## config.mk

```make
export PLATFORM = sky130hd
export DESIGN_NAME = i2s_rx_bram_capture
export DESIGN_NICKNAME = d
export VERILOG_FILES = /design/src/rtl/i2s_rx_pkg.sv /design/src/rtl/i2s_rx_bram_capture_clkgen.sv /design/src/rtl/i2s_rx_bram_capture.sv
export SDC_FILE = /design/constraint.sdc
export NUM_CORES = 1
export LEC_CHECK = 0
export BUFFER_PORTS_ARGS = -buffer_cell sky130_fd_sc_hd__buf_2
export CAP_MARGIN = 20
export CORE_MARGIN = 3
export CORE_UTILIZATION = 45
export CTS_CLUSTER_DIAMETER = 100
export DETAILED_ROUTE_END_ITERATION = 10
export GPL_TIMING_DRIVEN = 0
export PLACE_DENSITY = 0.82
export RECOVER_POWER = 100
export SYNTH_ARGS = -nofsm -noshare
export SYNTH_HDL_FRONTEND = slang
export SYNTH_HIERARCHICAL = 1
export SYNTH_SLANG_ARGS = --single-unit
```

## constraint.sdc

```tcl
create_clock -name clk -period 5.85 [get_ports clk]
set_input_delay 1.17 -clock clk [delete_from_list [all_inputs] [get_ports clk]]
set_output_delay 1.17 -clock clk [all_outputs]
set_load 0.1 [all_outputs]
```

## src/rtl/i2s_rx_pkg.sv

```systemverilog
// Shared defaults and types for the I2S record capture path.
package i2s_rx_pkg;

  localparam int unsigned SLOT_BITS_DEF   = 32;
  localparam int unsigned SAMPLE_BITS_DEF = 24;

  typedef enum logic {IDLE, RUN} rx_state_t;
  typedef enum logic {CH_LEFT, CH_RIGHT} i2s_ch_t;

  // Sign-extend the low `bits` bits of v to a full word.
  function automatic logic [31:0] sext32(input logic [31:0] v, input int unsigned bits);
    logic [31:0] t;
    t = v << (32 - bits);
    return $signed(t) >>> (32 - bits);
  endfunction

endpackage

```

## src/rtl/i2s_rx_bram_capture_clkgen.sv

```systemverilog
// I2S master clock generator: bit clock, word select and per-bit strobes.
module i2s_clkgen #(
  parameter int unsigned BCLK_DIV  = 32,
  parameter int unsigned SLOT_BITS = 32
) (
  input  logic                         clk_i,
  input  logic                         rst_i,
  input  logic                         run_i,
  output logic                         bclk_o,
  output logic                         lrclk_o,
  output logic [$clog2(SLOT_BITS)-1:0] bit_cnt_o,
  output logic                         fall_stb_o,
  output logic                         rise_stb_o,
  output logic                         slot_end_o
);

  localparam int unsigned DivW = $clog2(BCLK_DIV);
  localparam int unsigned BitW = $clog2(SLOT_BITS);
  localparam int unsigned Half = BCLK_DIV / 2;

  logic [DivW-1:0] div_cnt_q, div_cnt_d;
  logic [BitW-1:0] bit_cnt_q, bit_cnt_d;
  logic            lrclk_q, lrclk_d;
  logic            bclk_q, bclk_d;

  // Bit index and word select advance as div_cnt wraps to 0, i.e. together with the bclk fall.
  always_comb begin
    div_cnt_d = '0;
    bit_cnt_d = '0;
    lrclk_d   = 1'b0;
    if (run_i) begin
      div_cnt_d = div_cnt_q + DivW'(1);
      bit_cnt_d = bit_cnt_q;
      lrclk_d   = lrclk_q;
      if (div_cnt_q == DivW'(BCLK_DIV - 1)) begin
        div_cnt_d = '0;
        if (bit_cnt_q == BitW'(SLOT_BITS - 1)) begin
          bit_cnt_d = '0;
          lrclk_d   = ~lrclk_q;
        end else begin
          bit_cnt_d = bit_cnt_q + BitW'(1);
        end
      end
    end
    bclk_d = (div_cnt_d >= DivW'(Half));
  end

  always_ff @(posedge clk_i) begin
    if (rst_i) begin
      div_cnt_q <= '0;
      bit_cnt_q <= '0;
      lrclk_q   <= 1'b0;
      bclk_q    <= 1'b0;
    end else begin
      div_cnt_q <= div_cnt_d;
      bit_cnt_q <= bit_cnt_d;
      lrclk_q   <= lrclk_d;
      bclk_q    <= bclk_d;
    end
  end

  assign bclk_o     = bclk_q;
  assign lrclk_o    = lrclk_q;
  assign bit_cnt_o  = bit_cnt_q;
  assign fall_stb_o = run_i && (div_cnt_q == '0);
  assign rise_stb_o = run_i && (div_cnt_q == DivW'(Half));
  assign slot_end_o = run_i && (div_cnt_q == DivW'(BCLK_DIV - 1)) &&
                      (bit_cnt_q == BitW'(SLOT_BITS - 1));

endmodule

```

## src/rtl/i2s_rx_bram_capture.sv

```systemverilog
// I2S master receiver that writes each left/right sample into a BRAM ring buffer.
module i2s_rx_bram_capture
  import i2s_rx_pkg::*;
#(
  parameter int unsigned BCLK_DIV    = 32,
  parameter int unsigned SLOT_BITS   = SLOT_BITS_DEF,
  parameter int unsigned SAMPLE_BITS = SAMPLE_BITS_DEF,
  parameter int unsigned BUF_WORDS   = 1024,
  parameter logic [31:0] BRAM_BASE   = 32'h0
) (
  input  logic                         clk,
  input  logic                         rst,
  input  logic                         enable,
  output logic                         rec_bclk,
  output logic                         rec_lrclk,
  input  logic                         rec_dat,
  output logic [31:0]                  BRAM_addr,
  output logic                         BRAM_clk,
  output logic [31:0]                  BRAM_din,
  input  logic [31:0]                  BRAM_dout,
  output logic                         BRAM_en,
  output logic                         BRAM_rst,
  output logic [3:0]                   BRAM_we,
  output logic [$clog2(BUF_WORDS)-1:0] wr_index,
  output logic                         irq_half,
  output logic                         irq_wrap
);

  localparam int unsigned IdxW = $clog2(BUF_WORDS);
  localparam int unsigned BitW = $clog2(SLOT_BITS);

  rx_state_t              state_q, state_d;
  logic [1:0]             sync_q, sync_d;
  logic [SAMPLE_BITS-1:0] shift_q, shift_d;
  logic                   en_q, en_d;
  logic [31:0]            din_q, din_d;
  logic [31:0]            addr_q, addr_d;
  logic [IdxW-1:0]        wr_index_q, wr_index_d;
  logic                   irq_half_q, irq_half_d;
  logic                   irq_wrap_q, irq_wrap_d;

  logic                   run;
  logic                   start;
  logic [BitW-1:0]        bit_cnt;
  logic                   fall_stb, rise_stb, slot_end;
  logic                   wr_stb;
  logic [SAMPLE_BITS-1:0] sample_full;

  // Dropping enable stops the clocks at once, so a partial sample never completes.
  assign run   = (state_q == RUN) && enable;
  assign start = (state_q == IDLE) && enable;

  i2s_clkgen #(
    .BCLK_DIV (BCLK_DIV),
    .SLOT_BITS(SLOT_BITS)
  ) u_clkgen (
    .clk_i     (clk),
    .rst_i     (rst),
    .run_i     (run),
    .bclk_o    (rec_bclk),
    .lrclk_o   (rec_lrclk),
    .bit_cnt_o (bit_cnt),
    .fall_stb_o(fall_stb),
    .rise_stb_o(rise_stb),
    .slot_end_o(slot_end)
  );

  assign sample_full = {shift_q[SAMPLE_BITS-2:0], sync_q[1]};
  assign wr_stb      = rise_stb && (bit_cnt == BitW'(SAMPLE_BITS));

  always_comb begin
    state_d = enable ? RUN : IDLE;
    sync_d  = {sync_q[0], rec_dat};

    shift_d = shift_q;
    if (!run || slot_end) begin
      shift_d = '0;
    end else if (rise_stb && (bit_cnt >= BitW'(1)) && (bit_cnt <= BitW'(SAMPLE_BITS))) begin
      shift_d = sample_full;
    end

    en_d   = wr_stb;
    din_d  = wr_stb ? sext32(32'(sample_full), SAMPLE_BITS) : 32'h0;
    addr_d = wr_stb ? BRAM_BASE + (32'(wr_index_q) << 2) : BRAM_BASE;

    // Ring depth is a power of two, so the increment wraps naturally.
    wr_index_d = wr_index_q;
    if (start) begin
      wr_index_d = '0;
    end else if (en_q) begin
      wr_index_d = wr_index_q + IdxW'(1);
    end

    irq_half_d = en_q && (wr_index_q == IdxW'(BUF_WORDS / 2 - 1));
    irq_wrap_d = en_q && (wr_index_q == IdxW'(BUF_WORDS - 1));
  end

  always_ff @(posedge clk) begin
    if (rst) begin
      state_q    <= IDLE;
      sync_q     <= '0;
      shift_q    <= '0;
      en_q       <= 1'b0;
      din_q      <= 32'h0;
      addr_q     <= BRAM_BASE;
      wr_index_q <= '0;
      irq_half_q <= 1'b0;
      irq_wrap_q <= 1'b0;
    end else begin
      state_q    <= state_d;
      sync_q     <= sync_d;
      shift_q    <= shift_d;
      en_q       <= en_d;
      din_q      <= din_d;
      addr_q     <= addr_d;
      wr_index_q <= wr_index_d;
      irq_half_q <= irq_half_d;
      irq_wrap_q <= irq_wrap_d;
    end
  end

  assign BRAM_clk  = clk;
  assign BRAM_rst  = rst;
  assign BRAM_en   = en_q;
  assign BRAM_we   = {4{en_q}};
  assign BRAM_din  = din_q;
  assign BRAM_addr = addr_q;
  assign wr_index  = wr_index_q;
  assign irq_half  = irq_half_q;
  assign irq_wrap  = irq_wrap_q;

  // Read port and bit-start strobe are not needed on this write-only path.
  logic unused_inputs;
  assign unused_inputs = ^{BRAM_dout, fall_stb};

endmodule

```

==> flow_summary.yaml, run 1 <==
placement:
  io_buffers: 66
  dp.final_hpwl_mm: 5.04
  gp_congestion: 0.792
critical_path:
  worst-path-max-fanout: 2
  path_cells: "clkbuf_8, clkbuf_8, buf_4, clkbuf_1"
  required_ns: 4.68
  crit_path_end_kind: "output pin"
  critPathMaxStageDelay_ns: 0.49
  critPathLaunchType: "clock port"
  worstPathArrival_ns: 3.75
  crit_slowest_cell: "clkbuf_1"
  setup.worst_path.class: "clock port to output pin"
  crit_top_cell: "clkbuf_8"
floorplan:
  rows: 31
  die_y_microns: 94.6
  die_w_microns: 94.6
  die-area_sq_um: 8960
  start_util: 0.475
  coreArea_sq_um: 7450
  pin_count: 121
clock_tree:
  clk_latency_ns: 0.46
  cts_resized: 0
  cts_setup_buffers: 0
  postCtsHoldBufs: 0
  cts_tree: "yes"
  clk_pin_slew_worst_paths_ns: 0.08
global_routing:
  met1_usage: 0.183
  grt_max_degree: 14
  grt_pass1_vias: 2664
  antenna_found_initial: 0
  grt_usage: 0.174
  grt_pass1_wl_mm: 12.0
  gr-total-overflow: 0
  grt.busiest_layer: "met2"
  grtUsageMet3: 0.0669
  grt_use_met2: 0.295
timing:
  rsz0062_at_grt: "no"
  fin_setup_tns_ns: 0
  slew-limit-headroom: 0.0727
  tightest_slew_ns: 1.38
  finClkSkew_ns: 0.00851
  setup_viol: 0
  finalHoldViolCount: 0
  drv_slew: 0
layout:
  drive_above_1_share: 0.122
  layout_common_cells: "dfxtp_1, clkbuf_1, nand2_1"
  layout_commonest_cell: "dfxtp_1"
  syn_to_final_growth_pct: 20.5
  nets: 533
  diodes: 0
power:
  power_w: 0.00127
  peakVddDrop_mv: 0.151
  leakage_nw: 1.63
  p_per_area_nw_per_um2: 298
yosys:
  synth_cells: 388
  syn_area_per_cell_sq_um: 9.11
  ys_warn_count: 6
  synth_area_sq_um: 3540
detailed_routing:
  first_pass_iters: 4
  ant_nets: 0
  vias_per_cell: 4.91
  drt_wl_total_mm: 7.44
  drt-initial-drc-count: 164
  detail_route.wl_per_cell_microns: 12.6
  route.detailed.drc: 0
  dr_total_vias: 2907
min_path:
  hold_path_class: "flop to flop"
outcome:
  status: "completed"
job:
  maxCapViolCount: 0
-- registers in the layout (all words and copies together), names as in the netlist --
register	cells
BRAM_addr	10
shift_q	23
u_clkgen/lrclk_o	1
BRAM_din	24
u_clkgen/bit_cnt_o	5
state_q	1
sync_q	2
wr_index	10
u_clkgen/div_cnt_q	5
BRAM_en	1
irq_half	1
irq_wrap	1
-- report_power, final --
part	switching (W)	total (W)	leakage, nW	internal, W
registers	0.000000777	0.000573	0.677	0.000572
logic	0.0000716	0.0000849	0.814	0.0000133
clock network	0.000263	0.000610	0.143	0.000347
total	0.000336	0.00127	1.63	0.000933
-- path summary, 6_finish.rpt --
kind	startpoint	end	slack (ns)	cells after the start
min	sync_q[0]$_SDFF_PP0_	sync_q[1]$_SDFF_PP0_	0.47	1
min reg2reg	sync_q[0]$_SDFF_PP0_	sync_q[1]$_SDFF_PP0_	0.47	1
max	clk	BRAM_clk	0.93	4
max reg2reg	state_q$_SDFF_PP0_	BRAM_addr[10]$_SDFF_PP0_	3.03	7
-- per-stage QoR --
stage	instances	utilization	setup WS [ns]	cell area, sq um	hold WS (ns)
detailed placement	574	0.546	1.37	4070	0.449
finish	592	0.572	0.930	4260	0.468
CTS	592	0.584	1.13	4350	0.466
global placement	574	0.546	1.37	4070	0.452
global route	592	0.572	0.906	4260	0.496
floorplan	409	-	1.54	3610	0.414
-- per-layer routing --
metal | wire length, microns | vias up
met5 | 0 | -
met4 | 183 | 0
met3 | 472 | 22
met2 | 3660 | 91
met1 | 3120 | 1341
li1 | - | 1453
-- worst max-delay path: cells and delay by family --
family | cells | cell delay [ns]
buffers and inverters | 4 | 0.83
-- area by class of cell --
type	count	area [sq um]
repair buffers	65	245
plain buffers	56	370
fillers	683	3190
well taps	99	124
multi-input cells	264	1540
inverters	5	18.8
clock buffers	15	186
clock inverters	4	97.6
flip-flops and latches	84	1680
Power figures use the tool's default switching activity.
==> run 2: changes to the inputs <==
Settings changed: ABC_AREA set to 1, CORE_UTILIZATION 45 to 44, PLACE_DENSITY 0.82 to 0.84.
Clock period 5.85 ns to 4.1 ns, I/O delays scaled along.
==> run 2 against run 1 <==
Via count shrank 8.0%. Sequential share of layout area is 2.7 points higher. Flip-flop and latch count unchanged. Synthesized cell count up 11%. Critical path depth stayed put. Sequential power grew 43%. Critical endpoint unchanged. Worst hold slack got worse by 0.018 ns. Register-to-register slack got worse by 0.91 ns. Design area decreased by 6.5%. Highest routed layer unchanged. Clock skew decreased by 0.0027 ns.
==> flow_summary.yaml, run 2 <==
critical_path:
  ff2ff_setup_slack_ns: 2.12
  path_cells: "clkbuf_8, clkbuf_8, buf_4, clkbuf_2"
  crit_buf_inv: 4
  r2r_cells: 9
  critPathLaunchType: "clock port"
  worstPathArrival_ns: 2.75
  setup.worst_path.class: "clock port to output pin"
  cpLargestDelayFamily: "buffers and inverters"
  crit_slowest_cell: "clkbuf_2"
  worst-path-max-fanout: 2
  crit_top_cell: "clkbuf_8"
  crit_path_end_kind: "output pin"
  r2r-end: "shift_q[9]$_SDFFE_PP0P_"
  required_ns: 3.28
  r2r_start: "u_clkgen/bit_cnt_o[0]$_SDFFE_PP0N_"
  critPathMaxStageDelay_ns: 0.36
layout:
  syn_to_final_growth_pct: 19.3
  layout_commonest_cell: "nor2_1"
  diodes: 0
  drive_above_1_share: 0.123
  largest_reg_flops: 24
  nets: 576
  layout_common_cells: "nor2_1, dfxtp_1, nand2_1"
timing:
  slew-limit-headroom: 0.189
  setup_viol: 0
  finClkSkew_ns: 0.00581
  drv_slew: 0
  setup_ws_ns: 0.532
  finalHoldViolCount: 0
  rsz0062_at_grt: "no"
  fin_setup_tns_ns: 0
  tightest_slew_ns: 1.22
detailed_routing:
  drt-initial-drc-count: 67
  route.detailed.drc: 0
  ant_nets: 0
  vias_per_cell: 4.22
  drt_wl_total_mm: 6.26
  detail_route.wl_per_cell_microns: 9.88
  first_pass_iters: 4
  dr_total_vias: 2675
global_routing:
  gr-total-overflow: 0
  grt_pass1_wl_mm: 10.4
  grt_max_degree: 13
  grt_pass1_vias: 2527
  grt_usage: 0.152
  antenna_found_initial: 0
clock_tree:
  cts_resized: 0
  cts_setup_buffers: 0
  clk_pin_slew_worst_paths_ns: 0.07
  cts_tree: "yes"
  clk_latency_ns: 0.44
  postCtsHoldBufs: 0
floorplan:
  die-area_sq_um: 8670
  rows: 31
  start_util: 0.458
  coreArea_sq_um: 7290
  die_y_microns: 93.1
  pin_count: 121
  die_w_microns: 93.1
yosys:
  synth_cells: 431
  ys_warn_count: 6
  syn_area_per_cell_sq_um: 7.75
  synth_area_sq_um: 3340
power:
  p_per_area_nw_per_um2: 434
  leakage_nw: 1.89
  peakVddDrop_mv: 0.134
placement:
  gp_congestion: 0.791
  place_ws_ns: 0.848
  io_buffers: 66
  dp.final_hpwl_mm: 4.65
min_path:
  hold_start: "shift_q[9]$_SDFFE_PP0P_"
  hold_path_class: "flop to flop"
  min_path_cells: 2
  min_delay_worst_endpoint: "BRAM_din[10]$_SDFF_PP0_"
outcome:
  status: "completed"
job:
  maxCapViolCount: 0
==> run 2: stage by stage <==
step	power [W]	instance area, sq um	std cells	hold WS [ns]	utilization
2_1_floorplan	0.00105	3420	452	0.388	-
3_3_place_gp	0.00106	3870	617	0.435	0.531
3_5_place_dp	0.00106	3870	617	0.431	0.531
4_1_cts	0.00175	4120	634	0.446	0.565
5_1_grt	0.00179	3980	634	0.460	0.546
6_report	0.00173	3980	634	0.450	0.546
==> run 2: worst max path at each step <==
| stage | slack (ns) | depth (start not counted) | to | startpoint |
|---|---|---|---|---|
| 6_report | 0.53 | 4 | BRAM_clk | clk |
| 5_1_grt | 0.52 | 4 | BRAM_clk | clk |
| 4_1_cts | 0.60 | 4 | BRAM_clk | clk |
| 3_5_place_dp | 0.85 | 2 | BRAM_clk | clk |
| 3_3_place_gp | 0.85 | 2 | BRAM_clk | clk |
| 2_1_floorplan | 1.02 | 1 | BRAM_clk | clk |
==> run 2: power breakdown <==
group	internal, W	switching, W	total [W]	leakage (nW)
registers	0.000817	0.000000974	0.000818	0.677
logic	0.0000193	0.000106	0.000125	1.08
clock network	0.000434	0.000352	0.000785	0.133
==> run 2: final cells by class <==
class | instances | area (sq um)
Multi-Input combinational cell | 263 | 1140
Tap cell | 99 | 124
Buffer | 46 | 318
Clock inverter | 2 | 60.1
Timing Repair Buffer | 65 | 245
Inverter | 59 | 221
Fill cell | 730 | 3310
Sequential cell | 84 | 1680
Clock buffer | 16 | 191
==> run 2: layer usage <==
metal	part of all wire	up-vias	track usage
li1	-	1416	-
met2	0.50	72	0.265
met3	0.063	13	0.0483
met4	0.023	0	0.0891
met5	0	-	0
met1	0.41	1174	0.160
==> run 2: tightest hold or removal path: stages (launching register included) <==
cell and delay [ns]:
dfxtp_1 0.31, inv_1 0.06, nor2_1 0.04
==> run 3: changes to the inputs <==
Settings changed: SYNTH_HIERARCHICAL 1 to not set.
==> run 3 against run 2 <==
Critical path depth stayed put. Sequential power about the same. Non-clock buffer count rose by 2. Area after synthesis increased by 0.90%. First-iteration DRC count up 67%. Critical path type unchanged. Critical endpoint unchanged.
==> flow_summary.yaml, run 3 <==
critical_path:
  cpLargestDelayFamily: "buffers and inverters"
  setup.worst_path.class: "clock port to output pin"
  worstPathArrival_ns: 2.75
  crit_top_cell: "clkbuf_8"
  worst-path-max-fanout: 2
  ff2ff_setup_slack_ns: 2.13
  required_ns: 3.28
  critPathMaxStageDelay_ns: 0.36
  path_cells: "clkbuf_8, clkbuf_8, buf_4, clkbuf_2"
  crit_slowest_cell: "clkbuf_2"
  crit_path_end_kind: "output pin"
  crit_buf_inv: 4
  critPathLaunchType: "clock port"
clock_tree:
  clk_pin_slew_worst_paths_ns: 0.08
  clk_latency_ns: 0.46
  cts_setup_buffers: 0
  cts_resized: 0
  postCtsHoldBufs: 0
  cts_tree: "yes"
detailed_routing:
  drt-initial-drc-count: 112
  detail_route.wl_per_cell_microns: 10.3
  vias_per_cell: 4.36
  route.detailed.drc: 0
  dr_total_vias: 2739
  ant_nets: 0
  drt_wl_total_mm: 6.48
  first_pass_iters: 4
yosys:
  synth_most_common_cell: "nor2_1"
  synth.largest_area_cell: "dfxtp_1"
  yosys-top-cells-area: "dfxtp_1, nor2_1, buf_4, inv_1, nand2_1"
  synth_seq_cells: 84
  synth_cells: 424
  syn_area_per_cell_sq_um: 7.94
  synth_ff_type: "dfxtp_1"
  netlist_top_cells_count: "nor2_1, dfxtp_1, inv_1"
  synth_edf_count: 0
  ys_warn_count: 0
  yosysTopAreaCellShare: 0.499
  synth-seq-area-share: 0.499
  async_flop_share: 0
  synth_area_sq_um: 3370
  yosys.cell_types.count: 25
timing:
  finClkSkew_ns: 0.00889
  tightest_slew_ns: 1.19
  setup_viol: 0
  finalHoldViolCount: 0
  fin_setup_tns_ns: 0
  timing.hold.ws_ns: 0.412
  rsz0062_at_grt: "no"
  drv_slew: 0
  slew-limit-headroom: 0.211
layout:
  layout_common_cells: "nor2_1, dfxtp_1, clkbuf_1"
  largest_reg_flops: 24
  layout_commonest_cell: "nor2_1"
  nets: 568
  syn_to_final_growth_pct: 20.2
  diodes: 0
  drive_above_1_share: 0.136
floorplan:
  rows: 31
  coreArea_sq_um: 7330
  die_y_microns: 93.5
  pin_count: 121
  die_w_microns: 93.5
  die-area_sq_um: 8740
  start_util: 0.459
global_routing:
  grt_pass1_vias: 2504
  antenna_found_initial: 0
  grt_usage: 0.154
  grt_max_degree: 14
  gr-total-overflow: 0
  grt_pass1_wl_mm: 10.5
placement:
  gp_congestion: 0.795
  io_buffers: 65
  dp.final_hpwl_mm: 4.56
power:
  leakage_nw: 1.58
  peakVddDrop_mv: 0.650
  p_per_area_nw_per_um2: 427
min_path:
  hold_path_class: "flop to flop"
outcome:
  status: "completed"
job:
  maxCapViolCount: 0
## run 3: cell types whose count changed in the layout (fill, tap and decap cells not counted), sizes merged, moves of 2 or more
cell    delta
nand2     -35
nand3     +22
nor2       -9
o21ai      +5
buf        +4
a21oi      -3
clkinv     +2
inv        +2
nand4      +2
nor3       +2
## run 3: tightest hold or removal path, stage by stage (launching register included)
cell     delay [ns]
dfxtp_1        0.31
inv_1          0.04
nor2_1         0.03
## run 3: power breakdown
part	internal, W	switching, W
logic	0.0000199	0.000105
registers	0.000817	0.000000903
clock network	0.000412	0.000376
## run 3: per-layer routing
metal | up-vias | global-route usage | wire length (microns)
met1 | 1226 | 0.162 | 2660
met4 | 0 | 0.0830 | 121
met3 | 12 | 0.0756 | 556
met2 | 79 | 0.253 | 3140
li1 | 1422 | - | -
met5 | - | 0 | 0
## run 3: through the flow
stage / worst slack [ns] / power (W) / cell area [sq um] / util / cells
floorplan: 1.02 / 0.00105 / 3450 / - / 445
global placement: 0.848 / 0.00106 / 3900 / 0.531 / 609
detailed placement: 0.848 / 0.00106 / 3900 / 0.531 / 609
CTS: 0.601 / 0.00175 / 4150 / 0.566 / 628
global route: 0.511 / 0.00179 / 4050 / 0.552 / 628
finish: 0.533 / 0.00173 / 4050 / 0.552 / 628
## run 3: final cells by class
cell class	count	area, sq um
clock buffer	17	215
fill	689	3280
timing repair buffer	64	243
inverter	61	229
sequential	84	1680
tap	99	124
buffer	49	352
clock inverter	3	43.8
multi-input combinational	251	1160
## run 3: kinds of logic after synthesis
| kind of cell | after synthesis | synth area share |
|---|---|---|
| simple gates | 198 | 0.255 |
| buf+inv | 110 | 0.175 |
| other cells | 1 | 0.00111 |
| mux | 1 | 0.00334 |
| flops | 84 | 0.499 |
| xor+xnor | 3 | 0.00780 |
| fa+ha+maj | 8 | 0.0297 |
| compound gates | 19 | 0.0290 |
## run 3: path summary, 6_finish.rpt
check,cells after the start,end,start
setup / recovery,4,BRAM_clk,clk
hold / removal,2,sync_q[1]$_SDFF_PP0_,sync_q[0]$_SDFF_PP0_
setup reg to reg,10,shift_q[5]$_SDFFE_PP0P_,u_clkgen.div_cnt_q[0]$_SDFF_PP0_
hold reg to reg,2,sync_q[1]$_SDFF_PP0_,sync_q[0]$_SDFF_PP0_
